==> config.mk <==
export PLATFORM = sky130hd
export DESIGN_NAME = uart_tx_scheduler
export DESIGN_NICKNAME = d
export VERILOG_FILES = /design/src/rtl/uart_pkg.sv /design/src/rtl/uart_rr_picker.sv /design/src/rtl/uart_tx_scheduler.sv
export SDC_FILE = /design/constraint.sdc
export NUM_CORES = 1
export LEC_CHECK = 0
export CORE_AREA = 2 2 78 87
export CTS_CLUSTER_DIAMETER = 50
export DETAILED_ROUTE_END_ITERATION = 8
export DIE_AREA = 0 0 80 89
export GPL_TIMING_DRIVEN = 0
export PLACE_DENSITY = 0.63
export SLEW_MARGIN = 15
export SYNTH_ARGS = -nofsm -noshare
export SYNTH_HDL_FRONTEND = slang
export SYNTH_SLANG_ARGS = --single-unit
==> constraint.sdc <==
create_clock -name clk -period 4.6 [get_ports clk]
set_clock_uncertainty 0.05 [all_clocks]
set_input_delay 0.69 -clock clk [delete_from_list [all_inputs] [get_ports clk]]
set_output_delay 0.69 -clock clk [all_outputs]
set_load 0.02 [all_outputs]
==> src/rtl/uart_pkg.sv <==
// Shared definitions for the 7E1 UART transmit path: word/frame sizes and TX FSM states.
package uart_pkg;

  localparam int DATA_W           = 7;
  localparam int FRAME_BITS       = 10;
  localparam int DEF_CLKS_PER_BIT = 1736;

  typedef enum logic [2:0] {
    IDLE,
    START,
    DATA,
    PARITY,
    STOP,
    GUARD
  } tx_state_t;

  // Even parity: the parity bit makes the total count of ones even.
  function automatic logic even_parity(input logic [DATA_W-1:0] w);
    return ^w;
  endfunction

endpackage

==> src/rtl/uart_rr_picker.sv <==
// Round-robin picker: first asserted req searching rr_ptr, rr_ptr+1, ... mod N_REQ.
module uart_rr_picker
  import uart_pkg::*;
#(
  parameter int N_REQ = 4
) (
  input  logic [N_REQ-1:0] req,
  input  logic [2:0]       rr_ptr,
  output logic             any,
  output logic [2:0]       winner
);

  logic [2*N_REQ-1:0] req2;
  logic [N_REQ-1:0]   req_rot;
  logic [3:0]         sum;
  logic               found;

  // Rotate so bit 0 of req_rot is requester rr_ptr, then take the lowest set bit.
  always_comb begin
    req2    = {req, req} >> rr_ptr;
    req_rot = req2[N_REQ-1:0];
    found   = 1'b0;
    sum     = 4'd0;
    for (int k = 0; k < N_REQ; k++) begin
      if (!found && req_rot[k]) begin
        found = 1'b1;
        sum   = {1'b0, rr_ptr} + 4'(k);
      end
    end
    if (sum >= 4'(N_REQ)) sum = sum - 4'(N_REQ);
    any    = found;
    winner = sum[2:0];
  end

endmodule

==> src/rtl/uart_tx_scheduler.sv <==
// Round-robin shared UART transmitter: start, 7 data bits LSB first, even parity, stop, guard.
module uart_tx_scheduler
  import uart_pkg::*;
#(
  parameter int N_REQ        = 4,
  parameter int CLKS_PER_BIT = DEF_CLKS_PER_BIT,
  parameter int GUARD_BITS   = 1
) (
  input  logic                    clk,
  input  logic                    rst,
  input  logic [N_REQ-1:0]        req,
  input  logic [DATA_W*N_REQ-1:0] data_in,
  output logic [N_REQ-1:0]        ack,
  output logic [2:0]              owner,
  output logic                    busy,
  output logic                    tx
);

  localparam int                CNT_W      = (CLKS_PER_BIT > 1) ? $clog2(CLKS_PER_BIT) : 1;
  localparam logic [CNT_W-1:0]  CNT_LAST   = CNT_W'(CLKS_PER_BIT - 1);
  localparam logic [2:0]        DATA_LAST  = 3'(DATA_W - 1);
  localparam logic [2:0]        GUARD_LAST = (GUARD_BITS > 0) ? 3'(GUARD_BITS - 1) : 3'd0;

  tx_state_t         state, state_next;
  logic [CNT_W-1:0]  cnt;
  logic [2:0]        bit_idx;
  logic [DATA_W-1:0] shift_reg;
  logic              parity;
  logic [2:0]        rr_ptr;
  logic              pick_any;
  logic [2:0]        pick_winner;
  logic [DATA_W-1:0] sel_word;
  logic              bit_done;

  uart_rr_picker #(.N_REQ(N_REQ)) u_picker (
    .req    (req),
    .rr_ptr (rr_ptr),
    .any    (pick_any),
    .winner (pick_winner)
  );

  always_comb begin
    sel_word = '0;
    for (int i = 0; i < N_REQ; i++) begin
      if (3'(i) == pick_winner) sel_word = data_in[DATA_W*i +: DATA_W];
    end
  end

  assign bit_done = (cnt == CNT_LAST);

  // State register plus the datapath that advances with it.
  always_ff @(posedge clk) begin
    if (rst) begin
      state     <= IDLE;
      cnt       <= '0;
      bit_idx   <= '0;
      shift_reg <= '0;
      parity    <= 1'b0;
      rr_ptr    <= '0;
      owner     <= '0;
      ack       <= '0;
    end else begin
      state <= state_next;
      ack   <= '0;
      if (state == IDLE) begin
        cnt     <= '0;
        bit_idx <= '0;
        if (pick_any) begin
          shift_reg <= sel_word;
          parity    <= even_parity(sel_word);
          ack       <= N_REQ'(1) << pick_winner;
          owner     <= pick_winner;
          rr_ptr    <= (pick_winner == 3'(N_REQ - 1)) ? 3'd0 : pick_winner + 3'd1;
        end
      end else if (bit_done) begin
        cnt     <= '0;
        // bit_idx counts data bits in DATA and guard bit times in GUARD.
        bit_idx <= (state_next != state) ? 3'd0 : bit_idx + 3'd1;
      end else begin
        cnt <= cnt + 1'b1;
      end
    end
  end

  always_comb begin
    state_next = state;
    case (state)
      IDLE:    if (pick_any) state_next = START;
      START:   if (bit_done) state_next = DATA;
      DATA:    if (bit_done && bit_idx == DATA_LAST) state_next = PARITY;
      PARITY:  if (bit_done) state_next = STOP;
      STOP:    if (bit_done) state_next = (GUARD_BITS == 0) ? IDLE : GUARD;
      GUARD:   if (bit_done && bit_idx == GUARD_LAST) state_next = IDLE;
      default: state_next = IDLE;
    endcase
  end

  always_comb begin
    tx   = 1'b1;
    busy = (state != IDLE);
    case (state)
      START:   tx = 1'b0;
      DATA:    tx = shift_reg[bit_idx];
      PARITY:  tx = parity;
      default: tx = 1'b1;
    endcase
  end

endmodule
Yosys cells after proc, flatten, opt, wreduce, memory -nomap -nowiden
Cells that the tools add are included.
Widths: inputs -> output; s select.
- add/sub/neg operators: 7
- $mul: 0
- divide/modulo/power cells: 0
- $lt $le $gt $ge: 2
- equal/unequal tests: 12
- shift-type cells: 2
- mux-type cells: 25
- bitwise logic cells: 2
- reductions and logical operators: 17
- operator list (cell ; count):
    $mux 3 ; 10
    $mux 7 ; 4
    $pmux 3 s6 ; 1
    $mux 4 ; 3
    $add 11x1->11 const B ; 1
    $eq 11x11->1 const B ; 1
    $eq 3x2->1 const B ; 3
    $eq 3x3->1 const B ; 3
    $logic_not 3->1 ; 3
    $add 3x2->4 const B ; 2
    $shr 8x3->4 ; 1
    $reduce_xor 7->1 ; 1
    $add 3x1->3 const B ; 2
    $eq 2x3->1 const A ; 2
    $reduce_or 3->1 ; 2
    $logic_and 1x1->1 ; 5
    $mux 1 ; 5
    $add 3x1->4 const B ; 1
    $ge 4x3->1 const B ; 1
    $lt 3x4->1 const B ; 1
    $shl 1x3->4 const A ; 1
    $bmux 1 s3 ; 1
    $eq 1x3->1 const A ; 1
    $eq 3x1->1 const B ; 1
    8 further kinds ; 11
- register bits after elaboration: 35
- bits in latches: 0
- RAM bits: 0
- ROM bits: 0
- output and inout port bits: 9
- memories kept: 0

Depth between registers and ports, before layout
- depth in word-level cells: 19
- gate-level depth with buffers: 17
- depth with buffers taken out: 14

Modules after synthesis
A second synthesis with hierarchy kept.
- cells, all modules: 279
- area, all modules: 2407.3 um2
- modules (own cells, without submodules) (module ; instances ; cells an instance ; area each (um2) ; sequential area each (um2)):
    uart_tx_scheduler ; 1 ; 225 ; 1989.4 ; 700.7
    uart_rr_picker ; 1 ; 54 ; 417.9 ; 0.0

Least setup slack after synthesis
Ideal clock, no wire load.
- path kind: input port to flip-flop
- start point: input port req[3]
- end point: register parity
- setup time: 117 ps
- arrival: 3540 ps
- setup slack: 893 ps
- stages: 14
- buffers on the path: 1
- cells stage by stage: mux4_2 -> or3_4 -> o221a_1 -> o22ai_2 -> inv_1 -> ha_1 -> clkbuf_1 -> a21oi_1 -> o21ai_0 -> a22oi_1 -> xnor2_1 -> xnor2_1 -> xnor2_1 -> o21ai_1
- word-level cells in the longest chain between the ends: 19
- ends and longest elaborated chain (what ; RTL line ; RTL):
    start, declared ; uart_tx_scheduler.sv:11 ; input logic [N_REQ-1:0] req,
    $shr 8x3->4 (*) ; uart_rr_picker.sv:20 ; req2 = {req, req} >> rr_ptr;
    $mux 1 ; uart_rr_picker.sv:25 ; if (!found && req_rot[k]) begin
    $logic_not 1->1 ; uart_rr_picker.sv:25 ;
    $logic_and 1x1->1 ; uart_rr_picker.sv:25 ;
    $mux 1 ; uart_rr_picker.sv:25 ;
    $logic_not 1->1 ; uart_rr_picker.sv:25 ;
    $logic_and 1x1->1 ; uart_rr_picker.sv:25 ;
    $mux 1 ; uart_rr_picker.sv:25 ;
    (+2 left out) ; - ;
    $mux 4 (*) ; uart_rr_picker.sv:25 ;
    $ge 4x3->1 / $sub 3x3->3 (equally long branches) ; uart_rr_picker.sv:30 ; if (sum >= 4'(N_REQ)) sum = sum - 4'(N_REQ);
    $mux 3 (*) ; uart_rr_picker.sv:30 ;
    via pick_winner[1] ; uart_tx_scheduler.sv:31 ; logic [2:0] pick_winner;
    $logic_not 3->1 ; uart_tx_scheduler.sv:45 ; if (3'(i) == pick_winner) sel_word = data_in[DATA_W*i +: DATA_W];
    $mux 7 (3 in series) ; uart_tx_scheduler.sv:45 ;
    $mux 7 (*) ; uart_tx_scheduler.sv:45 ;
    $reduce_xor 7->1 (*) ; uart_pkg.sv:19 ; return ^w;
    end signal, assigned ; uart_tx_scheduler.sv:70 ; parity <= even_parity(sel_word);
    end, declared ; uart_tx_scheduler.sv:28 ; logic parity;
Mark *: on every way through the listed nets, which the timed path passes. The rest lies on a longest branch.
A chain may end at the register's enable or synchronous reset.

Worst setup path in the final report
Same ends and word-level chain as after synthesis.

==> reports/results.tsv <==
metric	value	unit
r2r endpoint	parity	
# IOs	43	
routability cong.	0.8728	
Net Count, Synth	334	
Worst slew margin	41.14	%
sequential share of power	21.8	%
pwr/cell area	580.7	nW/um^2
Critical Path Sink	parity	
max reg flops	11	
nets	383	
first-pass GRT wire length	9.197	mm
CP arrival	4410	ps
delay-heaviest family, CP	compound AO/OA/AOI/OAI gates	
Slew Limit Fails	0	
Tmin final	4290	ps
CTS buffer count	5	
sw frac	43.18	%
Worst-Skew Late Latency	290	ps
Distinct cells, synth	54	
critical path depth in cells	15	
Worst Reg-to-Reg Cells	14	
Die H	89	um
Vias	2125	
fmax	0.2331	GHz
vias in the first global route	2089	
Critical Path Most Common Cell	xnor2_1	
CTS tree	built	
row count	30	
initial core utilization	38.23	%
Overflow after GRT	0	
syn avg cell area	8.172	um^2
master of the slowest instance on the critical path	mux4_2	
dpl cell area	2874	um^2
Clock Path Buffers	2	
final setup fails	0	
ys flop type	dfxtp_1	
Critical Path Fanout Max	10	
yosys warns	0	
Fillers	642	
1st-iter DRT viols	98	
Buf/Inv on CP	3	
Seq/Total Area, Yosys	29.77	%
die area	7120	um^2
MaxCap Viol Count	0	
Final Hold Fails	0	
Setup WS pre-CTS	-46.99	ps
Die W	80	um
Area Overhead vs Synth	26.21	%
Finished Core Util	48.25	%
clock root cell	clkbuf_8	
Vias/cell	5.084	
crit path launch type	input port	
worst slew pin tran	876.2	ps
clock sink count	35	
Setup Crit Path Kind	input port to register	
largest stage delay on the critical path	570	ps
WP data required	4720	ps
crit end category	register	
port buffer count	42	
Post-route DRC	0	
cell area after synthesis	2354	um^2
layout cells sized above 1	8.284	%
H-tree Lvls	2	
Yosys reg bits	35	
Async S/R FF share, synth	0	%
status	finished, final reports clean	
n_diodes	0	
Cell Int Power	0.9800	mW
gr usage total	15.99	%
Final WS setup	310.4	ps
Post-synth EDFFs	0	
Post-Syn Instances	288	
initial antenna violation count	0	
combinational share of power	65.4	%
Detailed Route WL	5.330	mm
Clk network pwr share	12.8	%
DP HPWL	4.126	mm
P_leak	1.083	nW
area of the multi-input gates	1508	um^2
Pre-Repair DR Iteration Count	4	
hold_buf cts	0	
P_sw	0.7449	mW
final instance area	2970	um^2
largest net degree at the start of global routing	13	
Max VDD drop	0.0003155	V
worst hold path class	register to register	
ANT nets after route	0	
Core ar.	6156	um^2
DR WL/cell	12.75	um
launch point of the worst path	req[3]	
unrepaired setup endpoints after global routing	no	
reg-to-reg startpoint	rr_ptr[1]	
R2R setup slack	750	ps
Reg area	700.7	um^2
Worst-path clk slew	70	ps
crit share post-route	93.25	%
crit-path cells	clkdlybuf4s50_1 > mux4_2 > or3_4 > o221a_1 > o22ai_4 > inv_1 > ha_1 > clkbuf_1 > a21oi_1 > o21ai_0 > a22oi_1 > xnor2_1 > xnor2_1 > xnor2_1 > o21ai_1	
## cell type report
cell class                      count  area share (%)
Clock inverter                      3          0.6740
Clock buffer                        5           2.317
Inverter                           14           1.769
Buffer                             19           3.370
Tap cell                           80           3.370
Multi-Input combinational cell    220           50.76
Sequential cell                    35           23.59
Timing Repair Buffer               42           14.15
## per-layer routing
metal | global-route usage, % | share of wire (%) | vias to the layer above
met3 | 3.030 | 4.4 | 11
met4 | 5.085 | 1.8 | 0
met5 | 0 | 0 | -
met1 | 20.48 | 47 | 945
met2 | 27.27 | 46 | 53
li1 | - | - | 1116
## kinds of logic after synthesis
kind of cell	share of synthesized area [%]
simple gates	22.81
compound gates	21.80
flops	29.77
buf+inv	6.486
xor+xnor	7.443
fa+ha+maj	6.379
mux	5.316
## layout by cell type (no fill, tap or decap), types with 3 or more instances in the layout
cell              n
clkdlybuf4s50_1  42
dfxtp_1          35
nor2_1           28
a21oi_1          26
nand2_1          26
inv_1            14
clkbuf_1         13
xnor2_1          13
ha_1             12
o21ai_0          10
nand3_1           9
nor3_1            7
or3_1             7
xor2_1            7
a22oi_1           6
mux2i_1           5
clkbuf_8          5
and3_1            4
nor2b_1           4
o21ai_1           4
nand2b_1          4
buf_6             3
nand3b_1          3
and2_1            3
## power by group through the flow
stage                     clock network (mW)  logic, mW  registers (mW)
after global routing                   0.240       1.26           0.382
final                                  0.221       1.13           0.377
after global placement                     0       1.10           0.384
after detailed placement                   0       1.12           0.385
after floorplan                            0      0.861           0.400
after CTS                              0.228       1.12           0.378
## cells in the mapped netlist (all sizes together), types with 3 or more instances
cell type / number / area, um^2
dfxtp: 35 / 700.7
a21oi: 28 / 147.6
nor2: 28 / 105.1
nand2: 26 / 97.59
o21ai: 15 / 78.83
inv: 14 / 52.55
clkbuf: 13 / 48.80
xnor2: 13 / 113.9
ha: 12 / 150.1
nand3: 9 / 45.04
or3: 8 / 55.05
nor3: 7 / 35.03
xor2: 7 / 61.31
a22oi: 6 / 45.04
buf: 6 / 51.30
mux2i: 5 / 50.05
and3: 4 / 25.02
nand2b: 4 / 25.02
nor2b: 4 / 25.02
o22ai: 4 / 37.53
and2: 3 / 18.77
nand3b: 3 / 22.52
## metrics by stage
stage / power (mW) / std cells / setup TNS, ps / hold slack, ps
6_report: 1.725 / 418 / 0 / 409.7
5_1_grt: 1.885 / 418 / 0 / 432.5
4_1_cts: 1.728 / 418 / 0 / 410.5
3_5_place_dp: 1.502 / 410 / -46.99 / 400.6
3_3_place_gp: 1.485 / 410 / -1.831 / 392.6
2_1_floorplan: 1.260 / 288 / 0 / 379.8
## how the worst min path moves through the flow
| stage | depth (start not counted) | endpoint | slack (ps) | from |
|---|---|---|---|---|
| after global placement | 2 | shift_reg[4] | 390 | shift_reg[4] |
| after detailed placement | 2 | shift_reg[2] | 400 | shift_reg[2] |
| after CTS | 2 | shift_reg[2] | 410 | shift_reg[2] |
| after global routing | 2 | shift_reg[2] | 430 | shift_reg[2] |
| after floorplan | 1 | cnt[0] | 380 | cnt[0] |
| final | 2 | shift_reg[2] | 410 | shift_reg[2] |
## tightest hold or removal path, cell delays in order, from the launching register on
cell     delay, ps
dfxtp_1        310
nand2_1         50
a21oi_1         50
## what timing repair did
| action | CTS | global route |
|---|---|---|
| setup endpoints to repair | 0 | 1 |
| hold endpoints to repair | 0 | 0 |
| setup buffers | 0 | 0 |
| gates resized for setup | 0 | 1 |
(Power assumes the default switching activity.)
